## config.mk

```make
export PLATFORM = sky130hd
export DESIGN_NAME = intr_ctrl
export DESIGN_NICKNAME = d
export VERILOG_FILES = /design/src/rtl/intr_ctrl.sv
export SDC_FILE = /design/constraint.sdc
export NUM_CORES = 1
export LEC_CHECK = 0
export BUFFER_PORTS_ARGS = -buffer_cell sky130_fd_sc_hd__buf_2
export CORE_MARGIN = 3
export CORE_UTILIZATION = 55
export DETAILED_ROUTE_END_ITERATION = 7
export PLACE_DENSITY = 0.9
export SYNTH_ARGS = -nofsm -noshare
export SYNTH_HDL_FRONTEND = slang
export SYNTH_SLANG_ARGS = --single-unit
export TNS_END_PERCENT = 100
```

## constraint.sdc

```tcl
create_clock -name clk_32k -period 3.33 [get_ports clk_32k]
set_clock_uncertainty 0.2 [all_clocks]
set_input_delay 0.4995 -clock clk_32k [delete_from_list [all_inputs] [get_ports clk_32k]]
set_output_delay 0.4995 -clock clk_32k [all_outputs]
set_load 0.01 [all_outputs]
```

## src/rtl/intr_ctrl.sv

```systemverilog
// Always-on interrupt controller: sticky event status with per-bit clear, a periodic
// timer event, and an INT pin sequencer (polarity, level/pulse, cold hold-off, frame deferral).
//
// state  | meaning
// IDLE   | pin inactive, waiting for an enabled pending bit (and frame end if deferred)
// ACTIVE | pin asserted; level mode until pending drops, pulse mode for width+1 cycles
// COLD   | pin inactive hold-off of (cold_time+1) ms, counted from the first ms tick
module intr_ctrl #(
  parameter int NW = 12
) (
  input  logic          clk_32k,
  input  logic          rst_n,
  input  logic [NW-1:0] events_enable_int,
  input  logic [NW-1:0] event_clear,
  input  logic          rg_int_low_en,
  input  logic          rg_int_level_en,
  input  logic [10:0]   rg_int_width,
  input  logic [5:0]    rg_cold_time,
  input  logic          int_after_frame,
  input  logic          rg_timer_on,
  input  logic          rg_timer_mode,
  input  logic [8:0]    rg_timer_sel,
  input  logic          frame_on,
  input  logic          fifo_upov_flag,
  input  logic          fifo_downov_flag,
  input  logic          fifo_waterline_flag,
  input  logic          user_int_triger,
  input  logic          frame_done_flag,
  input  logic          data_satg_flag,
  input  logic          sample_err_flag,
  input  logic          cap_cancel_done_flag,
  input  logic          ldo_ov_flag,
  input  logic          opst_exc_flag,
  output logic [NW-1:0] events,
  output logic          int_out
);

  localparam logic [5:0]  MS_LAST    = 6'd32;
  localparam logic [12:0] TICK_LAST  = 13'd6553;

  typedef enum logic [1:0] {
    IDLE   = 2'd0,
    ACTIVE = 2'd1,
    COLD   = 2'd2
  } state_t;

  state_t        state, state_nxt;
  logic [NW-1:0] src;
  logic          pending;
  logic          ms_tick;
  logic [5:0]    ms_cnt;
  logic          tmr_tick;
  logic          timer_expire;
  logic          timer_done;
  logic [12:0]   sub_cnt;
  logic [8:0]    per_cnt;
  logic [10:0]   pw_cnt;
  logic [6:0]    cold_cnt;

  always_comb begin
    src = '0;
    src[10:0] = {timer_expire, opst_exc_flag, ldo_ov_flag, cap_cancel_done_flag,
                 sample_err_flag, data_satg_flag, frame_done_flag, user_int_triger,
                 fifo_waterline_flag, fifo_downov_flag, fifo_upov_flag};
  end

  // set has priority over clear; unused upper bits can never set
  always_ff @(posedge clk_32k or negedge rst_n) begin
    if (!rst_n) events <= '0;
    else        events <= (events & ~event_clear) | src;
  end

  assign pending = |(events & events_enable_int);

  assign ms_tick = (ms_cnt == MS_LAST);

  always_ff @(posedge clk_32k or negedge rst_n) begin
    if (!rst_n)       ms_cnt <= '0;
    else if (ms_tick) ms_cnt <= '0;
    else              ms_cnt <= ms_cnt + 6'd1;
  end

  assign tmr_tick     = (sub_cnt == TICK_LAST);
  assign timer_expire = rg_timer_on && !timer_done && tmr_tick && (per_cnt >= rg_timer_sel);

  always_ff @(posedge clk_32k or negedge rst_n) begin
    if (!rst_n) begin
      sub_cnt    <= '0;
      per_cnt    <= '0;
      timer_done <= 1'b0;
    end else if (!rg_timer_on) begin
      sub_cnt    <= '0;
      per_cnt    <= '0;
      timer_done <= 1'b0;
    end else if (!timer_done) begin
      if (tmr_tick) begin
        sub_cnt <= '0;
        if (per_cnt >= rg_timer_sel) begin
          per_cnt    <= '0;
          timer_done <= !rg_timer_mode;
        end else begin
          per_cnt <= per_cnt + 9'd1;
        end
      end else begin
        sub_cnt <= sub_cnt + 13'd1;
      end
    end
  end

  always_ff @(posedge clk_32k or negedge rst_n) begin
    if (!rst_n) state <= IDLE;
    else        state <= state_nxt;
  end

  always_comb begin
    state_nxt = state;
    case (state)
      IDLE:
        if (pending && (!int_after_frame || !frame_on)) state_nxt = ACTIVE;
      ACTIVE:
        if (rg_int_level_en ? !pending : (pw_cnt >= rg_int_width)) state_nxt = COLD;
      COLD:
        if (ms_tick && (cold_cnt >= ({1'b0, rg_cold_time} + 7'd1))) state_nxt = IDLE;
      default:
        state_nxt = IDLE;
    endcase
  end

  // counters saturate so a mid-flight register change still terminates via >=
  always_ff @(posedge clk_32k or negedge rst_n) begin
    if (!rst_n) begin
      pw_cnt   <= '0;
      cold_cnt <= '0;
    end else begin
      if (state == ACTIVE && state_nxt == ACTIVE) begin
        if (pw_cnt != 11'h7ff) pw_cnt <= pw_cnt + 11'd1;
      end else begin
        pw_cnt <= '0;
      end
      if (state != COLD)                        cold_cnt <= '0;
      else if (ms_tick && cold_cnt != 7'h7f)    cold_cnt <= cold_cnt + 7'd1;
    end
  end

  assign int_out = (state == ACTIVE) ^ rg_int_low_en;

endmodule

```

==> results_dict.tcl <==
set metrics [dict create \
    status "complete, no violations" \
    grt_max_degree 31 \
    synth-edff-count 0 \
    drc_errors 0 \
    io_pins 81 \
    async_flop_share_pct 100 \
    peakVddDrop_mv 0.207 \
    wl_met3_microns 462 \
    setup_viol_count_final 0 \
    area_delta_synth_final_pct 19.4 \
    power.density_nw_per_um2 410 \
    whs_ns 0.106 \
    period_needed_ns 2.48 \
    p_leak_uw 0.00230 \
    cts-root-buf "clkbuf_8" \
    drtIter0Drc 147 \
    firstDrtPassIters 4 \
    worst_slew_pin_slew_ns 0.669 \
    arrival_ns 2.50 \
    post_cts_buffers 0 \
    rsz0062_at_grt "no" \
    ys.flop_type "dfrtp_1" \
    cts_tree "built" \
    die_h_microns 88.4 \
    final_hold_viol_count 0 \
    io_buffers 80 \
    grt_pass1_vias 3099 \
    drive_above_1_share_pct 21.6 \
    clockBufferDepth 2 \
    cts-buffers-inserted 9 \
    critPathMaxFanout 10 \
    dpl.hpwl_microns 6030 \
    seq_area_frac_synth_pct 40.9 \
    overflow 0 \
    drt-met1-wl_microns 3450 \
    cts.sinks 61 \
    rows 29 \
    dieArea_sq_um 7810 \
    post_drt_wl_per_cell_microns 13.5 \
    syn_area_per_cell_sq_um 9.26 \
    clkTransAtPathRegs_ns 0.07 \
    htree_levels 3 \
    syn_inst 403 \
    crit_type "flop to flop" \
    grt_pass1_wl_microns 13000 \
    synth_cell_types 53 \
    dieWidth_microns 88.4 \
    finalMaxSlewViolations 0 \
    gp_congestion 0.843 \
    drv_cap 0 \
    synth-warning-count 0 \
    maxSlewHeadroom_pct 55.4 \
    netlist_area_sq_um 3730 \
    vias 3214 \
    timing.final.crit_share_pct 74.4 \
    grt_util_all_layers_pct 21.1 \
    routed_wl_microns 7750 \
    start_kind "flop" \
    worst_slack_ns 0.854 \
    synthesis.nets 506 \
    tns_ns 0 \
    antenna_found_initial 0 \
    vias_per_cell 5.61 \
    core_sq_um 6460 \
    nets 594 \
    antenna_left 0 \
    synth-seq-cells 61 \
    antenna_cells 0 \
    nFillCells 513 \
    clk_latency_ns 0.34 \
    required_ns 3.35 \
    endpoint_kind "flop" \
    routed-wl-met2_microns 3720 \
    start_util_pct 57.8 \
    clock.fmax_ghz 0.404 \
    dp_worst_setup_slack_ns 0.754 \
    dr.max_layer_used "met4" \
    hp-class "input pin to flop" \
]
## through the flow
step | power (uW) | utilization (%) | area [sq um] | instances
finish | 1830 | 69.0 | 4460 | 573
global route | 1930 | 69.0 | 4460 | 573
CTS | 1840 | 69.0 | 4460 | 573
detailed placement | 1100 | 65.4 | 4220 | 556
global placement | 1090 | 65.4 | 4220 | 556
floorplan | 982 | - | 3730 | 403
## worst max-delay path, cell delays in order, from the launching register on
cell,delay (ns)
dfrtp_1,0.42
inv_1,0.09
ha_1,0.13
or3b_2,0.47
nor3b_2,0.56
o21a_1,0.21
a21oi_1,0.07
or2_1,0.22
## routing by layer
layer / vias to the layer above / GRT usage [%]
met3: 13 / 6.24
met2: 91 / 35.8
met4: 0 / 6.32
met5: - / 0
met1: 1527 / 26.1
li1: 1583 / -
## layout make-up
| type | instances | area, sq um | area share, % |
|---|---|---|---|
| multi-input cells | 289 | 2000 | 44.9 |
| flip-flops and latches | 61 | 1530 | 34.3 |
| repair buffers | 85 | 440 | 9.88 |
| inverters | 45 | 169 | 3.79 |
| clock buffers | 12 | 155 | 3.48 |
| well taps | 77 | 96.3 | 2.16 |
| clock inverters | 4 | 70.1 | 1.57 |
## state kept, by name (all words and copies together), names as in the netlist
register and count:
per_cnt 9, sub_cnt 13, timer_done 1, ms_cnt 6, pw_cnt 11, cold_cnt 7, events 12, state 2
## synth_stat cells, types with 2 or more instances
cell type / instances / area, sq um
o211ai_1: 3 / 22.5
a22oi_1: 6 / 45.0
and4_1: 2 / 17.5
nor4_1: 2 / 12.5
ha_1: 35 / 438
nand2b_1: 3 / 18.8
a21oi_1: 13 / 65.1
o21ai_1: 4 / 20.0
and3_1: 10 / 62.6
a21boi_0: 4 / 30.0
o21a_1: 2 / 15.0
buf_2: 2 / 10.0
dfrtp_1: 61 / 1530
o21ai_0: 8 / 40.0
or3_1: 3 / 18.8
nor2_1: 36 / 135
xor2_1: 17 / 149
clkbuf_1: 5 / 18.8
nand3_1: 24 / 120
a221o_1: 2 / 20.0
nand4_1: 12 / 75.1
nor2b_1: 6 / 37.5
inv_1: 45 / 169
or2_2: 2 / 12.5
a21o_1: 14 / 105
a31oi_1: 3 / 18.8
nand2_1: 29 / 109
nor3_1: 6 / 30.0
xnor2_1: 13 / 114
o22ai_1: 2 / 12.5
and2_1: 5 / 31.3
mux2i_1: 3 / 30.0
## cells by family after synthesis
| logic type | after synthesis | share of synthesized area (%) |
|---|---|---|
| AND/OR/NAND/NOR | 149 | 20.8 |
| adder cells (fa/ha/maj) | 35 | 11.7 |
| buffers and inverters | 53 | 5.50 |
| XOR/XNOR | 30 | 7.04 |
| flip-flops | 61 | 40.9 |
| multiplexers | 3 | 0.805 |
| AO/OA/AOI/OAI | 72 | 13.2 |
## what timing repair did
action | in CTS | in global routing
hold buffers | 1 | 0
endpoints found under the hold margin | 7 | 0
gates resized for setup | 0 | 0
## report_power, final
group          internal (uW)  switching, uW
clock                    460            277
sequential               773           36.5
combinational            132            147
total                   1370            461
## layout by cell type, fill, tap and decap left out, types with 3 or more instances in the layout
cell type / synthesis / final
nor3_1: 6 / 6
buf_4: 1 / 4
xnor2_1: 13 / 13
a22oi_1: 6 / 6
a31oi_1: 3 / 3
buf_2: 2 / 80
a21boi_0: 4 / 4
a21o_1: 14 / 14
nand2b_1: 3 / 3
o21ai_1: 4 / 4
nor2b_1: 6 / 6
ha_1: 35 / 35
nand2_1: 29 / 29
nand4_1: 12 / 12
xor2_1: 17 / 17
mux2i_1: 3 / 3
nor2_1: 36 / 36
o211ai_1: 3 / 3
and3_1: 10 / 10
a21oi_1: 13 / 13
o21ai_0: 8 / 8
inv_1: 45 / 45
clkbuf_8: 0 / 11
or3_1: 3 / 3
dfrtp_1: 61 / 61
and2_1: 5 / 5
nand3_1: 24 / 24
## worst paths after layout
| check | from | to | slack (ns) | depth (start not counted) |
|---|---|---|---|---|
| max in group asynchronous | rst_n | pw_cnt[0] | 1.71 | 3 |
| hold / removal | event_clear[11] | events[11] | 0.11 | 2 |
| hold reg to reg | state[1] | state[0] | 0.28 | 1 |
| setup reg to reg | ms_cnt[0] | state[1] | 0.85 | 7 |
| setup / recovery | ms_cnt[0] | state[1] | 0.85 | 7 |
| min in group asynchronous | rst_n | per_cnt[2] | 0.53 | 2 |
(Power assumes the default switching activity.)
